<file path="src/rtl/playfield_scroll_ctrl.sv">
`default_nettype none
// ============================================================================
// Module   : playfield_scroll_ctrl
// Purpose  : Horizontal line counter, PFHST_b strobe and buffered scroll-load
//            sequencer that borrows the VBD bus during horizontal blank.
// Revision : 1.0 - initial release
// ============================================================================
module playfield_scroll_ctrl #(
    parameter int H_TOTAL    = 456,
    parameter int H_ACTIVE   = 336,
    parameter int HSCRLD_POS = 340,
    parameter int PFHST_POS  = 448,
    parameter int GNT_WINDOW = 4
) (
    input  logic       clk,
    input  logic       rst_b,
    input  logic       cpu_wr,
    input  logic [8:0] cpu_data,
    output logic       cpu_busy,
    output logic       bus_req,
    input  logic       bus_gnt,
    output logic       vbd_oe,
    output logic [8:0] vbd_out,
    output logic       hscrld_b,
    output logic       pfhst_b,
    output logic [8:0] hcount,
    output logic       hblank,
    output logic [8:0] scroll_cur,
    output logic       missed,
    input  logic       miss_clr
);

    localparam int HW = 9;
    localparam int CW = (GNT_WINDOW > 1) ? $clog2(GNT_WINDOW) : 1;

    localparam logic [HW-1:0] c_HC_LAST  = HW'(H_TOTAL - 1);
    localparam logic [HW-1:0] c_HC_ONE   = HW'(1);
    localparam logic [HW-1:0] c_H_ACTIVE = HW'(H_ACTIVE);
    localparam logic [HW-1:0] c_HSCRLD   = HW'(HSCRLD_POS);
    localparam logic [HW-1:0] c_PFHST    = HW'(PFHST_POS);
    localparam logic [CW-1:0] c_WIN_LAST = CW'(GNT_WINDOW - 1);
    localparam logic [CW-1:0] c_WIN_ONE  = CW'(1);

    typedef enum logic [2:0] {
        S_IDLE   = 3'd0,
        S_REQ    = 3'd1,
        S_DRIVE  = 3'd2,
        S_STROBE = 3'd3,
        S_HOLD   = 3'd4
    } state_e;

    state_e          state_q, state_d;
    logic [CW-1:0]   win_q, win_d;
    logic [HW-1:0]   hcount_q, hcount_d;
    logic            pfhst_b_q, pfhst_b_d;

    logic [8:0]      pend_q, pend_d;
    logic            busy_q, busy_d;
    logic [8:0]      cur_q, cur_d;
    logic            missed_q, missed_d;

    logic            bus_req_q, bus_req_d;
    logic            vbd_oe_q, vbd_oe_d;
    logic [8:0]      vbd_out_q, vbd_out_d;
    logic            hscrld_b_q, hscrld_b_d;

    logic            w_miss;

    // Line counter; the strobe is registered from the next count so it lines
    // up exactly with the cycle where hcount equals PFHST_POS.
    always_comb begin
        hcount_d  = (hcount_q == c_HC_LAST) ? '0 : (hcount_q + c_HC_ONE);
        pfhst_b_d = (hcount_d != c_PFHST);
    end

    always_comb begin
        state_d = state_q;
        win_d   = win_q;
        w_miss  = 1'b0;
        case (state_q)
            S_IDLE: begin
                if (hcount_q == c_HSCRLD && busy_q) begin
                    state_d = S_REQ;
                    win_d   = '0;
                end
            end
            S_REQ: begin
                if (bus_gnt) begin
                    state_d = S_DRIVE;
                end else if (win_q == c_WIN_LAST) begin
                    state_d = S_IDLE;
                    w_miss  = 1'b1;
                end else begin
                    win_d = win_q + c_WIN_ONE;
                end
            end
            S_DRIVE:  state_d = S_STROBE;
            S_STROBE: state_d = S_HOLD;
            S_HOLD:   state_d = S_IDLE;
            default:  state_d = S_IDLE;
        endcase
    end

    // Bus-side outputs are decoded from the next state so they are registered
    // and change on the same edge as the state itself.
    always_comb begin
        bus_req_d  = (state_d != S_IDLE);
        vbd_oe_d   = (state_d == S_DRIVE) || (state_d == S_STROBE) || (state_d == S_HOLD);
        hscrld_b_d = (state_d != S_STROBE);
        vbd_out_d  = vbd_out_q;
        if (state_d == S_DRIVE) begin
            vbd_out_d = pend_q;
        end
    end

    always_comb begin
        pend_d   = pend_q;
        busy_d   = busy_q;
        cur_d    = cur_q;
        if (state_q == S_HOLD) begin
            cur_d  = pend_q;
            busy_d = 1'b0;
        end else if (cpu_wr && !busy_q) begin
            pend_d = cpu_data;
            busy_d = 1'b1;
        end
        // A fresh miss takes priority over a simultaneous clear.
        if (w_miss) begin
            missed_d = 1'b1;
        end else if (miss_clr) begin
            missed_d = 1'b0;
        end else begin
            missed_d = missed_q;
        end
    end

    always_ff @(posedge clk or negedge rst_b) begin
        if (!rst_b) begin
            state_q    <= S_IDLE;
            win_q      <= '0;
            hcount_q   <= '0;
            pfhst_b_q  <= 1'b1;
            pend_q     <= '0;
            busy_q     <= 1'b0;
            cur_q      <= '0;
            missed_q   <= 1'b0;
            bus_req_q  <= 1'b0;
            vbd_oe_q   <= 1'b0;
            vbd_out_q  <= '0;
            hscrld_b_q <= 1'b1;
        end else begin
            state_q    <= state_d;
            win_q      <= win_d;
            hcount_q   <= hcount_d;
            pfhst_b_q  <= pfhst_b_d;
            pend_q     <= pend_d;
            busy_q     <= busy_d;
            cur_q      <= cur_d;
            missed_q   <= missed_d;
            bus_req_q  <= bus_req_d;
            vbd_oe_q   <= vbd_oe_d;
            vbd_out_q  <= vbd_out_d;
            hscrld_b_q <= hscrld_b_d;
        end
    end

    assign cpu_busy   = busy_q;
    assign bus_req    = bus_req_q;
    assign vbd_oe     = vbd_oe_q;
    assign vbd_out    = vbd_out_q;
    assign hscrld_b   = hscrld_b_q;
    assign pfhst_b    = pfhst_b_q;
    assign hcount     = hcount_q;
    assign hblank     = (hcount_q >= c_H_ACTIVE);
    assign scroll_cur = cur_q;
    assign missed     = missed_q;

endmodule
`default_nettype wire

</file>
<file path="config.mk">
export PLATFORM = sky130hd
export DESIGN_NAME = playfield_scroll_ctrl
export DESIGN_NICKNAME = d
export VERILOG_FILES = /design/src/rtl/playfield_scroll_ctrl.sv
export SDC_FILE = /design/constraint.sdc
export NUM_CORES = 1
export LEC_CHECK = 0
export BUFFER_PORTS_ARGS = -buffer_cell sky130_fd_sc_hd__buf_4
export CORE_ASPECT_RATIO = 1.4
export CORE_UTILIZATION = 47
export CTS_CLUSTER_DIAMETER = 120
export DETAILED_ROUTE_END_ITERATION = 8
export GPL_ROUTABILITY_DRIVEN = 1
export PLACE_DENSITY_LB_ADDON = 0.2
export SETUP_SLACK_MARGIN = 0.15
export SLEW_MARGIN = 10
export SYNTH_ARGS = -nofsm -noshare
export SYNTH_HDL_FRONTEND = slang
export SYNTH_SLANG_ARGS = --single-unit
</file>
<file path="constraint.sdc">
create_clock -name clk -period 1.8 [get_ports clk]
set_input_delay 0 -clock clk [delete_from_list [all_inputs] [get_ports clk]]
set_output_delay 0 -clock clk [all_outputs]
set_load 0.02 [all_outputs]
</file>
==> impl_metrics.env, run 1 <==
export IMPL_grt_start_max_net_pins=48
export IMPL_final_cell_count_no_fill=276
export IMPL_critPathLaunch="hcount[0]$_DFF_PN0_"
export IMPL_period_share=0.9298
export IMPL_dieArea_sq_um=4633
export IMPL_power_frac_seq=0.459
export IMPL_proportion_of_power_drawn_by_combinational_gates=0.371
export IMPL_synthesis_yosys_warnings=0
export IMPL_worstSetupStartpointType="register"
export IMPL_criticalPathCategory="reg -> reg"
export IMPL_final_ws_setup_ns=0.1264
export IMPL_detail_route_wirelength_mm=4.304
export IMPL_cts_inserted_buffers=5
export IMPL_n_antenna_cell=0
export IMPL_detailedPlacementHpwl_mm=3.053
export IMPL_starting_density=0.4875
export IMPL_outcome="finished with violations"
export IMPL_core_rowCount=28
export IMPL_vias_per_cell=5.431
export IMPL_grt_overflow=0
export IMPL_worstSkewPairLatency_ns=0.30
export IMPL_sw_frac_of_total=0.3482
export IMPL_drv_cap=0
export IMPL_wire_length_of_the_first_global_routing_pass_mm=7.120
export IMPL_antenna_violations_before_repair=0
export IMPL_filler_cell_count=331
export IMPL_rsz0062_at_grt="true"
export IMPL_synthTopCellsByArea="dfrtp_1, mux2_1, mux2_2"
export IMPL_power_switching_w=0.001287
export IMPL_synthCells=159
export IMPL_tritoncts="built"
export IMPL_timing_critical_path_arrival_ns=1.90
export IMPL_synth_ff_latch_count=47
export IMPL_power_share_clock=0.170
export IMPL_root_buf_cell="clkbuf_8"
export IMPL_cts_buffer_depth=2
export IMPL_worst_setup_hold_path_clk_slew_ns=0.09
export IMPL_synth_fp_nets=177
export IMPL_mappedNetlistArea_sq_um=2049
export IMPL_max_slew_margin_rel=0.6253
export IMPL_dp_cells=252
export IMPL_edff_count_synth=0
export IMPL_nets=248
export IMPL_count_of_input_and_output_buffers=47
export IMPL_synth_seq_area_share=0.5751
export IMPL_crit_path_end_kind="register"
export IMPL_hold_violation_total_from_the_final_report=0
export IMPL_failing_checks="design-rule violations"
export IMPL_worstPathMaxFanout=5
export IMPL_pin_slew_with_the_least_headroom_to_its_limit_ns=0.5620
export IMPL_die_height_microns=80.14
export IMPL_drc_markers=4
export IMPL_drt_pre_antenna_iters=8
export IMPL_min_period_ns=1.674
export IMPL_powerDensity_nw_per_um2=1334
export IMPL_synth_top_area_frac=0.5495
export IMPL_count_of_unique_library_cells_instantiated_by_yosys=47
export IMPL_gr_usage_all_layers=0.2079
export IMPL_hp_class="in -> reg"
export IMPL_detail_route_antenna_nets=0
export IMPL_vdd_ir_drop_worst_uv=637.5
export IMPL_grt_pass1_vias=1492
export IMPL_post_route_util=0.6589
export IMPL_timing_hold_worst_start="bus_gnt"
export IMPL_postSynth_asyncResetShare=1.000
export IMPL_p_int_w=0.002409
export IMPL_area_growth_pct=35.16
export IMPL_drt_iter0_markers=43
export IMPL_ys_dominant_reg_cell="dfrtp_1"
export IMPL_drt_wl_cell_microns=15.59
export IMPL_setup_viol_count_final=0
export IMPL_drive_gt1_frac=0.4329
export IMPL_yosysTopAreaCell="dfrtp_1"
export IMPL_num_vias=1499
export IMPL_report_final_slew_viol_count=0
export IMPL_h_tree_depth=2
export IMPL_cp_data_required_time_ns=2.03
export IMPL_pre_cts_slack_ns=0.02662
export IMPL_place_congestion=0.8287
export IMPL_fin_skew_ns=0.006089
export IMPL_timing_fmax_ghz=0.5975
export IMPL_cts_sink_count=47
export IMPL_r2r_start="hcount[0]$_DFF_PN0_"
export IMPL_floorplan_io_pins=48
export IMPL_mean_syn_cell_area_sq_um=12.89
export IMPL_placeableCoreArea_sq_um=4204
export IMPL_setup_total_negative_slack_ns=0
export IMPL_power_leakage_nw=1.308
export IMPL_fp_dieW_microns=57.81
==> power groups by stage <==
stage | Sequential (W) | Combinational, W | Clock, W
floorplan | 0.00193 | 0.000521 | 0
global placement | 0.00167 | 0.00130 | 0
detailed placement | 0.00172 | 0.00135 | 0
CTS | 0.00170 | 0.00138 | 0.000649
global route | 0.00175 | 0.00148 | 0.000695
finish | 0.00170 | 0.00137 | 0.000630
==> final cells by class <==
cell class / instances / area (sq um) / area share
clock buffers: 5 / 68.82 / 0.02484
inverters: 5 / 18.77 / 0.006775
repair buffers: 71 / 563.0 / 0.2033
clock inverters: 3 / 18.77 / 0.006775
flip-flops and latches: 47 / 1184 / 0.4273
well taps: 45 / 56.30 / 0.02033
multi-input cells: 100 / 860.8 / 0.3107
==> metal layers <==
layer  global-route usage  vias up  share of wire
met5                    0        -              0
met4               0.1048        0          0.021
met3              0.04026        7          0.035
met2               0.3736       40           0.54
met1               0.2286      753           0.41
li1                     -      699              -
==> cells in the final DEF, fill, tap and decap left out, types with 2 or more instances in the layout <==
master	instances
dfrtp_1	41
inv_2	2
mux2_2	11
and2_1	2
nand3b_1	2
xor2_1	3
ha_4	2
nand3_1	4
nor3b_1	2
o21ai_0	4
dlygate4sd3_1	12
ha_1	2
nand2_1	6
nand2b_1	2
nand4_1	2
buf_4	59
mux2_1	16
nor2_1	10
nor3_1	3
dfstp_2	2
clkinv_2	2
inv_1	3
dfrtp_2	4
clkbuf_8	5
==> through the flow <==
stage | total power, W | hold WS, ns | cell area (sq um)
2_1_floorplan | 0.002453 | -0.2956 | 2064
3_3_place_gp | 0.002978 | 0.02340 | 2491
3_5_place_dp | 0.003065 | 0.03637 | 2491
4_1_cts | 0.003725 | 0.01800 | 2731
5_1_grt | 0.003924 | 0.04594 | 2770
6_report | 0.003696 | 0.02006 | 2770
==> path summary, 6_finish.rpt <==
check	endpoint	slack, ns	depth (start not counted)
worst max-delay path	pfhst_b$_DFF_PN1_	0.13	6
worst min-delay path	missed$_DFFE_PN0P_	0.02	4
worst max register to register	pfhst_b$_DFF_PN1_	0.13	6
worst min register to register	scroll_cur[8]$_DFFE_PN0P_	0.50	1
max in group asynchronous	hcount[4]$_DFF_PN0_	1.15	2
min in group asynchronous	scroll_cur[6]$_DFFE_PN0P_	0.23	2
==> Yosys cell counts (2+ instances only) <==
| master | n |
|---|---|
| and2_1 | 2 |
| buf_2 | 4 |
| dfrtp_1 | 45 |
| dfstp_2 | 2 |
| ha_1 | 4 |
| inv_1 | 5 |
| mux2_1 | 16 |
| mux2_2 | 11 |
| nand2_1 | 6 |
| nand2b_1 | 2 |
| nand3_1 | 5 |
| nand3b_1 | 2 |
| nand4_1 | 2 |
| nor2_1 | 11 |
| nor3_1 | 3 |
| nor3b_1 | 2 |
| o21ai_0 | 4 |
| o21ai_1 | 2 |
| xor2_1 | 3 |
==> critical path, cell delays in order (launching register included) <==
cell,delay [ns]
dfrtp_2,0.43
ha_4,0.16
and2_4,0.17
a21oi_2,0.05
o32a_1,0.27
or3b_1,0.35
nand4b_4,0.17
==> state kept, by name, indices dropped and copies added, names as in the netlist <==
signal      count
win_q           2
cpu_busy        1
vbd_out         9
hcount          9
vbd_oe          1
scroll_cur      9
bus_req         1
pend_q          9
missed          1
state_q         3
hscrld_b        1
pfhst_b         1
==> what timing repair did <==
item                                    4_1_cts  5_1_grt
gates resized for setup                       2       10
endpoints found under the hold margin        56        0
setup buffers                                 3        1
hold buffers                                 12        0
pin swaps                                     2        3
endpoints found under the setup margin       12       21
==> cells by family after synthesis <==
family,count (synthesis),share of synthesized area
mux,27,0.1484
simple gates,48,0.1453
fa+ha+maj,4,0.02442
compound gates,17,0.05984
buf+inv,12,0.02992
xor+xnor,4,0.01710
flops,47,0.5751
Power figures use the tool's default switching activity.
==> run 2, diff against run 1 <==
--- a/config.mk
+++ b/config.mk
@@ -12,5 +12,5 @@
 export DETAILED_ROUTE_END_ITERATION = 8
 export GPL_ROUTABILITY_DRIVEN = 1
-export PLACE_DENSITY_LB_ADDON = 0.2
+export PLACE_DENSITY_LB_ADDON = 0.3
 export SETUP_SLACK_MARGIN = 0.15
 export SLEW_MARGIN = 10
==> constraint.sdc (replaced) <==
create_clock -name clk -period 1.8 [get_ports clk]
set_input_delay 0.09 -clock clk [delete_from_list [all_inputs] [get_ports clk]]
set_output_delay 0.09 -clock clk [all_outputs]
set_load 0.02 [all_outputs]
==> run 2 against run 1 <==
Effect of this change: the run still ends with design-rule violations left; die area is the same; global-route usage shrank 0.26 points; clock power grew 20%; clock skew shrank 0.00071 ns; sequential power is essentially flat; maximum frequency grew 0.58%; combinational power is essentially flat; via count shrank 0.40%; first-iteration DRC count grew 23%; register-to-register slack is essentially flat; wire length is the same; critical path type unchanged.
==> impl_metrics.env, run 2 (synthesis gave the netlist of run 1 again) <==
export IMPL_report_final_slew_viol_count=0
export IMPL_power_frac_seq=0.441
export IMPL_n_antenna_cell=0
export IMPL_vias_per_cell=5.509
export IMPL_grt_start_max_net_pins=48
export IMPL_placeableCoreArea_sq_um=4204
export IMPL_cpPeakStageDelay_ns=0.46
export IMPL_worstPathMaxFanout=3
export IMPL_powerDensity_nw_per_um2=1399
export IMPL_setup_total_negative_slack_ns=0
export IMPL_drt_pre_antenna_iters=6
export IMPL_hp_class="in -> reg"
export IMPL_cts_sink_count=47
export IMPL_hold_violation_total_from_the_final_report=0
export IMPL_antenna_violations_before_repair=0
export IMPL_worst_r2r_path_depth=7
export IMPL_cp_data_required_time_ns=1.98
export IMPL_pin_slew_with_the_least_headroom_to_its_limit_ns=0.5633
export IMPL_detail_route_wirelength_mm=4.304
export IMPL_die_height_microns=80.14
export IMPL_vdd_ir_drop_worst_uv=711.9
export IMPL_power_switching_w=0.001266
export IMPL_timing_hold_worst_start="cpu_data[2]"
export IMPL_grt_pass1_vias=1537
export IMPL_totalPowerFinal_w=0.003828
export IMPL_hold_path_depth=2
export IMPL_core_rowCount=28
export IMPL_drc_markers=5
export IMPL_crit_path_end_kind="register"
export IMPL_period_share=0.9244
export IMPL_area_growth_pct=33.52
export IMPL_root_buf_cell="clkbuf_8"
export IMPL_max_slew_margin_rel=0.6245
export IMPL_starting_density=0.4875
export IMPL_cts_buffer_depth=2
export IMPL_h_tree_depth=2
export IMPL_wire_length_of_the_first_global_routing_pass_mm=6.962
export IMPL_filler_cell_count=338
export IMPL_rsz0062_at_grt="true"
export IMPL_power_share_clock=0.197
export IMPL_floorplan_io_pins=48
export IMPL_cts_inserted_buffers=5
export IMPL_min_period_ns=1.664
export IMPL_criticalPathCategory="reg -> reg"
export IMPL_count_of_input_and_output_buffers=47
export IMPL_sw_frac_of_total=0.3307
export IMPL_p_int_w=0.002562
export IMPL_num_vias=1493
export IMPL_critical_path_slowest_cell="or4_4"
export IMPL_path_cells="inv_1 -> ha_1 -> nand4_1 -> or4_4 -> nor4_4 -> nand3b_1 -> o21ai_1"
export IMPL_layout_cells_most_common_list="buf_4, dfrtp_1, mux2_1"
export IMPL_timing_critical_path_arrival_ns=1.85
export IMPL_nets=243
export IMPL_drt_wl_cell_microns=15.88
export IMPL_fp_dieW_microns=57.81
export IMPL_holdPathEnd="pend_q[2]$_DFFE_PN0P_"
export IMPL_worst_setup_hold_path_clk_slew_ns=0.09
export IMPL_drv_cap=0
export IMPL_power_leakage_nw=1.284
export IMPL_mostFrequentLayoutCell="buf_4"
export IMPL_gr_usage_all_layers=0.2053
export IMPL_outcome="finished with violations"
export IMPL_dieArea_sq_um=4633
export IMPL_fin_skew_ns=0.005377
export IMPL_worstSetupStartpointType="register"
export IMPL_detail_route_antenna_nets=0
export IMPL_r2r_start="hcount[0]$_DFF_PN0_"
export IMPL_final_ws_setup_ns=0.1360
export IMPL_pre_cts_slack_ns=0.01737
export IMPL_place_congestion=0.8029
export IMPL_reg2reg_to="win_q[0]$_DFFE_PN0P_"
export IMPL_setup_viol_count_final=0
export IMPL_worstSkewPairLatency_ns=0.30
export IMPL_failing_checks="design-rule violations"
export IMPL_tritoncts="built"
export IMPL_drt_iter0_markers=53
export IMPL_reg2reg_slack_ns=0.14
export IMPL_proportion_of_power_drawn_by_combinational_gates=0.361
export IMPL_grt_overflow=0
export IMPL_timing_fmax_ghz=0.6010
export IMPL_drive_gt1_frac=0.4381
export IMPL_detailedPlacementHpwl_mm=3.034
run 2: cell count changes in the layout (fill, tap and decap cells not counted), sizes merged:
cell | previous run | this run
dlygate4sd3 | 12 | 5
buf | 59 | 61
bufinv | 0 | 1
inv | 6 | 5
run 2: layout make-up:
class,count,area (sq um),area share
clock buffers,5,68.82,0.02515
clock inverters,3,43.79,0.01600
inverters,5,18.77,0.006859
multi-input cells,100,843.3,0.3082
flip-flops and latches,47,1185,0.4330
well taps,45,56.30,0.02058
repair buffers,66,520.5,0.1902
run 2: routing by layer:
| layer | GRT usage | wire [microns] |
|---|---|---|
| met1 | 0.2098 | 1595 |
| met2 | 0.3644 | 2336 |
| met3 | 0.06119 | 229 |
| met4 | 0.1167 | 142 |
| met5 | 0 | 0 |
run 2: repair_timing:
| item | 4_1_cts | 5_1_grt |
|---|---|---|
| endpoints found under the hold margin | 46 | 3 |
| gates cloned | 0 | 1 |
| endpoints found under the setup margin | 13 | 22 |
| hold buffers | 2 | 3 |
| setup buffers | 4 | 1 |
| resized for setup | 2 | 8 |
| pin swaps | 2 | 3 |
run 2: worst max-delay path by stage:
stage / slack, ns / depth (start not counted) / from / endpoint
after global routing: 0.04 / 7 / hcount[0]$_DFF_PN0_ / win_q[0]$_DFFE_PN0P_
after CTS: 0.13 / 7 / hcount[0]$_DFF_PN0_ / win_q[0]$_DFFE_PN0P_
after global placement: 0.08 / 7 / hcount[0]$_DFF_PN0_ / win_q[0]$_DFFE_PN0P_
final: 0.14 / 7 / hcount[0]$_DFF_PN0_ / win_q[0]$_DFFE_PN0P_
after floorplan: 0.07 / 7 / hcount[0]$_DFF_PN0_ / win_q[0]$_DFFE_PN0P_
after detailed placement: 0.02 / 7 / hcount[0]$_DFF_PN0_ / win_q[0]$_DFFE_PN0P_
run 2: per-stage QoR:
| step | utilization | instance area [sq um] | cells | hold WS [ns] |
|---|---|---|---|---|
| floorplan | - | 2064 | 159 | -0.2056 |
| global placement | 0.5955 | 2504 | 252 | 0.1102 |
| detailed placement | 0.5955 | 2504 | 252 | 0.1283 |
| CTS | 0.6366 | 2676 | 266 | 0.001322 |
| global route | 0.6509 | 2736 | 271 | 0.0006183 |
| finish | 0.6509 | 2736 | 271 | 0.007893 |
run 2: worst max-delay path: cells and delay by family, from the launching register on:
kind / cells / cell delay, ns
AND/OR/NAND/NOR: 4 / 0.83
AO/OA/AOI/OAI: 1 / 0.07
flip-flops: 1 / 0.45
buffers and inverters: 1 / 0.07
adder cells (fa/ha/maj): 1 / 0.14
run 2: power by group through the flow:
stage,Clock [W],Combinational (W),Sequential [W]
5_1_grt,0.000829,0.00150,0.00174
4_1_cts,0.000774,0.00137,0.00169
3_3_place_gp,0,0.00131,0.00167
3_5_place_dp,0,0.00136,0.00171
2_1_floorplan,0,0.000521,0.00193
6_report,0.000756,0.00138,0.00169
